===== config.mk =====
export PLATFORM = sky130hd
export DESIGN_NAME = bp_fe_queue_ckpt
export DESIGN_NICKNAME = d
export VERILOG_FILES = /design/src/rtl/bp_fe_queue_ckpt_pkg.sv /design/src/rtl/bp_fe_queue_ckpt_ptr.sv /design/src/rtl/bp_fe_queue_ckpt.sv
export SDC_FILE = /design/constraint.sdc
export NUM_CORES = 1
export LEC_CHECK = 0
export ABC_AREA = 1
export CAP_MARGIN = 10
export CORE_MARGIN = 2
export CORE_UTILIZATION = 63
export DETAILED_ROUTE_END_ITERATION = 8
export GPL_TIMING_DRIVEN = 0
export PLACE_DENSITY_LB_ADDON = 0.05
export REMOVE_ABC_BUFFERS = 1
export SLEW_MARGIN = 20
export SYNTH_ARGS = -nofsm -noshare
export SYNTH_HDL_FRONTEND = slang
export SYNTH_SLANG_ARGS = --single-unit

===== constraint.sdc =====
create_clock -name clk_i -period 9.05 [get_ports clk_i]
set_input_delay 1.81 -clock clk_i [delete_from_list [all_inputs] [get_ports clk_i]]
set_output_delay 1.81 -clock clk_i [all_outputs]
set_load 0.1 [all_outputs]

===== src/rtl/bp_fe_queue_ckpt_pkg.sv =====
// rtl/bp_fe_queue_ckpt_pkg.sv - shared FE queue width and per-cycle operation bundle
package bp_fe_queue_ckpt_pkg;

    // Width of one FE queue packet as carried between the front end and back end.
    localparam int fe_queue_width_lp = 32;

    // Effective operations for one cycle, after the same-cycle priority rules are applied.
    typedef struct packed {
        logic clr;
        logic roll;
        logic enq;
        logic yumi;
        logic deq;
    } fe_queue_ops_s;

endpackage


===== src/rtl/bp_fe_queue_ckpt_ptr.sv =====
// rtl/bp_fe_queue_ckpt_ptr.sv - wrap-bit pointer register with clear, load and increment
module bp_fe_queue_ckpt_ptr #(
    parameter int ptr_width_p = 4
) (
    input  logic                   clk_i,
    input  logic                   reset_i,
    input  logic                   clr_i,
    input  logic                   load_i,
    input  logic [ptr_width_p-1:0] load_ptr_i,
    input  logic                   inc_i,
    output logic [ptr_width_p-1:0] ptr_o,
    output logic [ptr_width_p-1:0] ptr_next_o
);

    // Next pointer: clear beats load beats increment; the MSB wraps naturally.
    always_comb begin
        ptr_next_o = ptr_o;
        if (clr_i) begin
            ptr_next_o = '0;
        end else if (load_i) begin
            ptr_next_o = load_ptr_i;
        end else if (inc_i) begin
            ptr_next_o = ptr_o + ptr_width_p'(1);
        end
    end

    // Pointer register, cleared asynchronously.
    always_ff @(posedge clk_i or posedge reset_i) begin
        if (reset_i) begin
            ptr_o <= '0;
        end else begin
            ptr_o <= ptr_next_o;
        end
    end

endmodule


===== src/rtl/bp_fe_queue_ckpt.sv =====
// rtl/bp_fe_queue_ckpt.sv - checkpointing FE-to-BE queue with speculative read, commit and roll
module bp_fe_queue_ckpt
    import bp_fe_queue_ckpt_pkg::*;
#(
    parameter int width_p = fe_queue_width_lp,
    parameter int els_p   = 8
) (
    input  logic               clk_i,
    input  logic               reset_i,
    input  logic [width_p-1:0] fe_queue_i,
    input  logic               fe_queue_v_i,
    output logic               fe_queue_ready_o,
    output logic [width_p-1:0] fe_queue_o,
    output logic               fe_queue_v_o,
    input  logic               fe_queue_yumi_i,
    input  logic               fe_queue_deq_i,
    input  logic               fe_queue_roll_i,
    input  logic               fe_queue_clr_i
);

    localparam int idx_width_lp = $clog2(els_p);
    localparam int ptr_width_lp = idx_width_lp + 1;

    if (els_p < 2 || (els_p & (els_p - 1)) != 0) begin : g_els_check
        $error("bp_fe_queue_ckpt: els_p must be a power of two and at least 2");
    end

    logic [ptr_width_lp-1:0] wptr, rptr, cptr;
    logic [ptr_width_lp-1:0] wptr_next, rptr_next, cptr_next;
    logic                    full;
    logic                    ready_en_r;
    fe_queue_ops_s           ops;

    logic [width_p-1:0] mem [els_p];

    // Full when write and commit pointers share an index but sit on opposite wraps.
    assign full = (wptr[idx_width_lp-1:0] == cptr[idx_width_lp-1:0])
               && (wptr[ptr_width_lp-1] != cptr[ptr_width_lp-1]);

    // Outputs come from registered state only; data is read through the read pointer.
    assign fe_queue_ready_o = ready_en_r & ~full;
    assign fe_queue_v_o     = (rptr != wptr);
    assign fe_queue_o       = mem[rptr[idx_width_lp-1:0]];

    // Resolve same-cycle priority: clr drops everything, roll drops yumi.
    always_comb begin
        ops      = '0;
        ops.clr  = fe_queue_clr_i;
        ops.roll = fe_queue_roll_i & ~fe_queue_clr_i;
        ops.enq  = fe_queue_v_i & fe_queue_ready_o & ~fe_queue_clr_i;
        ops.yumi = fe_queue_yumi_i & fe_queue_v_o & ~fe_queue_clr_i & ~fe_queue_roll_i;
        ops.deq  = fe_queue_deq_i & (cptr != rptr) & ~fe_queue_clr_i;
    end

    // Ready is held low through reset and comes up on the first edge afterwards.
    always_ff @(posedge clk_i or posedge reset_i) begin
        if (reset_i) begin
            ready_en_r <= 1'b0;
        end else begin
            ready_en_r <= 1'b1;
        end
    end

    bp_fe_queue_ckpt_ptr #(.ptr_width_p(ptr_width_lp)) u_wptr (
        .clk_i      (clk_i),
        .reset_i    (reset_i),
        .clr_i      (ops.clr),
        .load_i     (1'b0),
        .load_ptr_i ('0),
        .inc_i      (ops.enq),
        .ptr_o      (wptr),
        .ptr_next_o (wptr_next)
    );

    // Roll rewinds the read pointer to where the commit pointer lands this cycle.
    bp_fe_queue_ckpt_ptr #(.ptr_width_p(ptr_width_lp)) u_rptr (
        .clk_i      (clk_i),
        .reset_i    (reset_i),
        .clr_i      (ops.clr),
        .load_i     (ops.roll),
        .load_ptr_i (cptr_next),
        .inc_i      (ops.yumi),
        .ptr_o      (rptr),
        .ptr_next_o (rptr_next)
    );

    bp_fe_queue_ckpt_ptr #(.ptr_width_p(ptr_width_lp)) u_cptr (
        .clk_i      (clk_i),
        .reset_i    (reset_i),
        .clr_i      (ops.clr),
        .load_i     (1'b0),
        .load_ptr_i ('0),
        .inc_i      (ops.deq),
        .ptr_o      (cptr),
        .ptr_next_o (cptr_next)
    );

    // Storage write; contents are never reset, unwritten entries are don't-care.
    always_ff @(posedge clk_i) begin
        if (ops.enq) begin
            mem[wptr[idx_width_lp-1:0]] <= fe_queue_i;
        end
    end

    illegal_deq: assert property (@(posedge clk_i) disable iff (reset_i)
        (fe_queue_deq_i & ~fe_queue_clr_i) |-> (cptr != rptr));

    illegal_yumi: assert property (@(posedge clk_i) disable iff (reset_i)
        (fe_queue_yumi_i & ~fe_queue_clr_i & ~fe_queue_roll_i) |-> fe_queue_v_o);

    logic unused_next;
    assign unused_next = ^{wptr_next, rptr_next};

endmodule


# Word-level counts from Yosys, hierarchy flattened
# Memory sizes are Yosys's and may differ from the RTL's.
# Index checks and enable logic that the tools add are counted.
[totals]
register_bits = 13
mem_bits_rw = 256
output_inout_bits = 34
word_cells = 36
mem_count = 1
[classes]
addsub = 3
n_eq_ne = 4
n_mux = 9
bitwise_logic = 12
n_reduce_logical = 3
[mem_list]
columns = ["memory", "depth", "word_bits", "read_ports", "rd_clocked_by_memory_dff", "write_ports", "line_no", "text"]
rows = [
  ["mem", 8, 32, 1, 0, 1, "bp_fe_queue_ckpt.sv:34", "logic [width_p-1:0] mem [els_p];"],
]
[op_table]
columns = ["op", "count"]
rows = [
  ["$mux W4", 7],
  ["$add A4 B1 Y4 const B", 3],
  ["$and A1 B1 Y1", 9],
  ["$ne A4 B4 Y1", 2],
  ["$eq A3 B3 Y1", 1],
  ["$not A1 Y1", 3],
  ["$reduce_bool A3 Y1", 1],
  ["$mux W1", 2],
  ["$reduce_bool A2 Y1", 1],
  ["$logic_and A1 B1 Y1", 1],
  ["$ne A1 B1 Y1", 1],
]

# Depth between registers and ports, before layout
[depth]
depth_word = 8
depth_mapped = 12
ltp_nobuf = 10

# By module
# A second synthesis with hierarchy kept.
[hier_totals]
cells_unflattened = 971
area_unflattened_um2 = 11128.2
[by_module_without_submodules]
columns = ["module", "instances", "cells_per_inst", "area_each_um2"]
rows = [
  ["bp_fe_queue_ckpt", 1, 860, 10369.9],
  ["bp_fe_queue_ckpt_ptr", 3, 37, 252.7],
]

# Worst setup path after synthesis
# OpenSTA, ideal clock, no wires.
[synth_path]
path_kind = "input to register"
startpoint = "input port fe_queue_clr_i"
endpoint = "memory mem[7][0] (netlist name) (enable)"
arrival_ns = 4.240
required_ns = 8.589
path_slack_ns = 4.349
stages = 2
cell_sequence = "clkbuf_1 -> nor3_1"
[synth_between]
elab_chain_cells = 4
[synth_lines]
columns = ["item", "line_no", "text"]
rows = [
  ["start: declaration", "bp_fe_queue_ckpt.sv:18", "input logic fe_queue_clr_i"],
  ["$not A1 Y1", "bp_fe_queue_ckpt.sv:50", "ops.enq = fe_queue_v_i & fe_queue_ready_o & ~fe_queue_clr_i;"],
  ["$and A1 B1 Y1", "bp_fe_queue_ckpt.sv:50", ""],
  ["$mux W1", "bp_fe_queue_ckpt.sv:100", "if (ops.enq) begin"],
  ["$mux W1 (not written as such)", "bp_fe_queue_ckpt.sv:101", "mem[wptr[idx_width_lp-1:0]] <= fe_queue_i;"],
  ["end: declaration", "bp_fe_queue_ckpt.sv:34", ""],
]
# No other way between the ends.

# Worst setup path after layout
[layout_path]
startpoint = "register u_rptr.ptr_o[0]"
endpoint = "output port fe_queue_o[19]"
[layout_between]
elab_chain_cells = 1
[layout_lines]
columns = ["item", "line_no", "text"]
rows = [
  ["start: declaration", "bp_fe_queue_ckpt_ptr.sv:11", "output logic [ptr_width_p-1:0] ptr_o,"],
  ["start signal: assignment", "bp_fe_queue_ckpt_ptr.sv:32", "ptr_o <= ptr_next_o;"],
  ["$mem_v2 Z8 W32", "--", ""],
  ["end: declaration", "bp_fe_queue_ckpt.sv:13", "output logic [width_p-1:0] fe_queue_o,"],
]
# No other way between the ends.

==> impl_metrics.toml <==
[global_routing]
first_global_vias = 7069
antenna_found_initial = 0
grt_usage = 0.256
first_pass_grt_wire_length_microns = 35900
grt_max_degree = 131
globalRouteOverflowTotal = 0

[final_layout]
antenna-diode-count = 0
fillers = 1001
drive_gt1_frac = 0.0806
final-instance-count-excl-fill = 1163
finish.net_count = 965
area_growth_pct = 18.8

[power_and_ir_drop]
power.static_leakage_nw = 4.34
worst_ir_drop_on_vdd_v = 0.000201
power_per_cell_area_nw_per_um2 = 257

[cts]
cts_repair_resize_count = 0
path_clk_slew_ns = 0.06
tritoncts = "yes"
cts_hold_repair.buffers = 0
clock_latency_ns = 0.54
number_of_buffers_on_the_longest_clock_path = 3
post-cts-setup-buffer-count = 0
cts.root.buffer_cell = "sky130_fd_sc_hd__clkbuf_16"
tritoncts.num_buffers = 26
cts-htree-levels = 1
cts_num_sinks = 269

[critical_path]
cp_cell_sequence = "buf_12 -> inv_6 -> o21ai_0 -> o22ai_1 -> nor2_1 -> a31oi_1 -> clkdlybuf4s50_1"
critical_path.startpoint_type = "flip-flop"
critical-path-top-delay-family = "buffers and inverters"
setup.reg_to_reg.worst_slack_ns = 6.36
timing.critical_path.arrival_ns = 3.98
cp.buffers_inverters = 3
launching_element_of_the_worst_setup_path = "u_rptr.ptr_o[0]$_DFFE_PP0P_"
cp.required_ns = 7.24
crit_path_max_fanout = 130
worst_r2r_endpoint = "mem[0][18]$_DFFE_PP_"
critical_path_capture_point_type = "output pin"
crit_slowest_cell = "sky130_fd_sc_hd__clkdlybuf4s50_1"
worst-r2r-cell-count = 8
worst_r2r_startpoint = "u_wptr.ptr_o[0]$_DFFE_PP0P_"
timing.setup.critical_path_class = "flip-flop to output pin"
critical-path-max-stage-delay_ns = 1.20

[timing]
worst_case_headroom_to_the_max_slew_limit = 0.324
finalSetupViolations = 0
clock_skew_ns = 0.0209
layout_worst_path_cycle_share = 0.640
actual_slew_at_the_worst_max_slew_pin_ns = 1.01
period_needed_ns = 5.79
maxSlewViolCount = 0
maxClockFrequency_ghz = 0.173
finalHoldViolations = 0
final.setup.tns_ns = 0
setup_repair_after_global_routing_missed_its_margin = "false"

[logic_synthesis]
dominant_combinational_cell_family_by_area_after_synthesis = "simple AND/OR/NAND/NOR gates"
synthAdderAreaFrac = 0.00348
synth_top_cells_by_area = "sky130_fd_sc_hd__edfxtp_1, sky130_fd_sc_hd__nor2_1, sky130_fd_sc_hd__o21ai_0, sky130_fd_sc_hd__dfrtp_1, sky130_fd_sc_hd__a31oi_1"
synth-seq-cells = 269
yosys.cell_types.count = 36
total_standard_cell_area_after_synthesis_sq_um = 10800
ys_dominant_reg_cell = "sky130_fd_sc_hd__edfxtp_1"
synth_top_cell_by_area = "sky130_fd_sc_hd__edfxtp_1"
xor_xnor_share_of_the_synthesized_area = 0.00963
post_synth_most_frequent_cells = "sky130_fd_sc_hd__edfxtp_1, sky130_fd_sc_hd__nor2_1, sky130_fd_sc_hd__o21ai_0"
post-synth-top-count-cell = "sky130_fd_sc_hd__edfxtp_1"
yosysTopAreaCellShare = 0.713
yosysWarnings = 0
syn_inst = 858
synth-simple-area-share = 0.110
post_synth.cell_area_avg_sq_um = 12.6
async_sr_flop_fraction = 0.0483
ys_seq_area_frac = 0.743
synth_edf_count = 256
synth_compound_gate_area_share = 0.104
synth_mux_area_frac = 0

[floorplan]
die_area_sq_um = 18200
die_height_microns = 135
starting_density_of_the_core = 0.648
floorplan.rows = 47
io_pins = 73
coreArea_sq_um = 16600
die_x_microns = 135

[detailed_routing]
drt_iter0_markers = 619
antenna_left = 0
routed_wire_length_microns = 23000
drt_drc_violations_left = 0
avgRoutedWirePerCell_microns = 19.8
detailed_route_vias_per_instance = 6.02
drt_pre_antenna_iters = 5
detailroute.via_count = 6999

[flow_run]
cap_violations = 0

[min_path]
min-delay-start = "u_rptr.ptr_o[3]$_DFFE_PP0P_"
holdCritPathClass = "flip-flop to flip-flop"
timing.hold.worst_endpoint = "u_rptr.ptr_o[3]$_DFFE_PP0P_"
worst_hold_path.num_cells = 2

[place]
dp_hpwl_microns = 13200
place_congestion = 0.845
dp.cells = 1115
port-buffer-count = 72

[status]
result_of_the_run = "completed"
-- sequential cells by signal (all words and copies together) (netlist names) --
register / count
mem: 256
u_cptr.ptr_o: 4
u_rptr.ptr_o: 4
u_wptr.ptr_o: 4
ready_en_r: 1
-- kinds of logic after synthesis --
family | count (synthesis)
other cells | 1
fa+ha+maj | 3
compound gates | 206
xor+xnor | 11
buf+inv | 70
flops | 269
simple gates | 298
-- per-layer routing --
| layer | up-vias | track usage | wire, microns | part of all wire |
|---|---|---|---|---|
| li1 | 3230 | - | - | - |
| met1 | 3463 | 0.349 | 9410 | 0.41 |
| met2 | 244 | 0.425 | 11600 | 0.50 |
| met3 | 62 | 0.0360 | 1350 | 0.059 |
| met4 | 0 | 0.101 | 638 | 0.028 |
| met5 | - | 0 | 0 | 0 |
-- placed cells by master (no fill, tap or decap), types with 3 or more instances in the layout --
cell type,n
sky130_fd_sc_hd__edfxtp_1,256
sky130_fd_sc_hd__nor2_1,237
sky130_fd_sc_hd__o21ai_0,132
sky130_fd_sc_hd__clkdlybuf4s50_1,72
sky130_fd_sc_hd__o22ai_1,32
sky130_fd_sc_hd__a31oi_1,32
sky130_fd_sc_hd__nand2_1,30
sky130_fd_sc_hd__clkbuf_16,26
sky130_fd_sc_hd__inv_1,13
sky130_fd_sc_hd__dfrtp_1,11
sky130_fd_sc_hd__clkinv_1,8
sky130_fd_sc_hd__nor2_4,7
sky130_fd_sc_hd__nand3_1,7
sky130_fd_sc_hd__xor2_1,7
sky130_fd_sc_hd__nand4_1,5
sky130_fd_sc_hd__a21oi_1,5
sky130_fd_sc_hd__buf_8,5
sky130_fd_sc_hd__buf_16,5
sky130_fd_sc_hd__bufinv_16,4
sky130_fd_sc_hd__clkbuf_1,4
sky130_fd_sc_hd__buf_12,4
sky130_fd_sc_hd__xnor2_1,3
sky130_fd_sc_hd__ha_1,3
-- how the worst max path moves through the flow --
stage	to	slack (ns)	cells after the start
after global routing	fe_queue_o[19]	3.08	7
after detailed placement	fe_queue_o[25]	3.85	7
after CTS	fe_queue_o[19]	3.29	7
after global placement	fe_queue_o[23]	0.40	6
final	fe_queue_o[19]	3.26	7
after floorplan	fe_queue_o[0]	2.85	3
-- cell type report --
class | instances | area (sq um) | area share
repair buffers | 90 | 1050 | 0.0820
well taps | 220 | 275 | 0.0215
flip-flops and latches | 269 | 8020 | 0.626
multi-input cells | 519 | 2510 | 0.196
clock inverters | 16 | 189 | 0.0147
clock buffers | 32 | 693 | 0.0541
inverters | 17 | 73.8 | 0.00576
-- worst min-delay path, stage by stage (launching register included) --
cell	delay [ns]
sky130_fd_sc_hd__dfrtp_1	0.42
sky130_fd_sc_hd__nor2_1	0.12
sky130_fd_sc_hd__a21oi_1	0.05
-- power by group --
part	internal (W)	total [W]	switching, W
clock	0.000658	0.00110	0.000440
sequential	0.00138	0.00140	0.0000222
combinational	0.000195	0.000798	0.000603
-- stage by stage --
| stage | setup WS [ns] | area (sq um) | util | hold slack, ns | power [W] |
|---|---|---|---|---|---|
| final | 3.26 | 12800 | 0.770 | 0.626 | 0.00329 |
| after global placement | 0.396 | 11500 | 0.693 | 0.593 | 0.00219 |
| after detailed placement | 3.85 | 11900 | 0.717 | 0.616 | 0.00222 |
| after floorplan | 2.85 | 10500 | - | 0.557 | 0.00200 |
| after global routing | 3.08 | 12800 | 0.770 | 0.679 | 0.00340 |
| after CTS | 3.29 | 12800 | 0.770 | 0.631 | 0.00330 |
(Power assumes the default switching activity.)
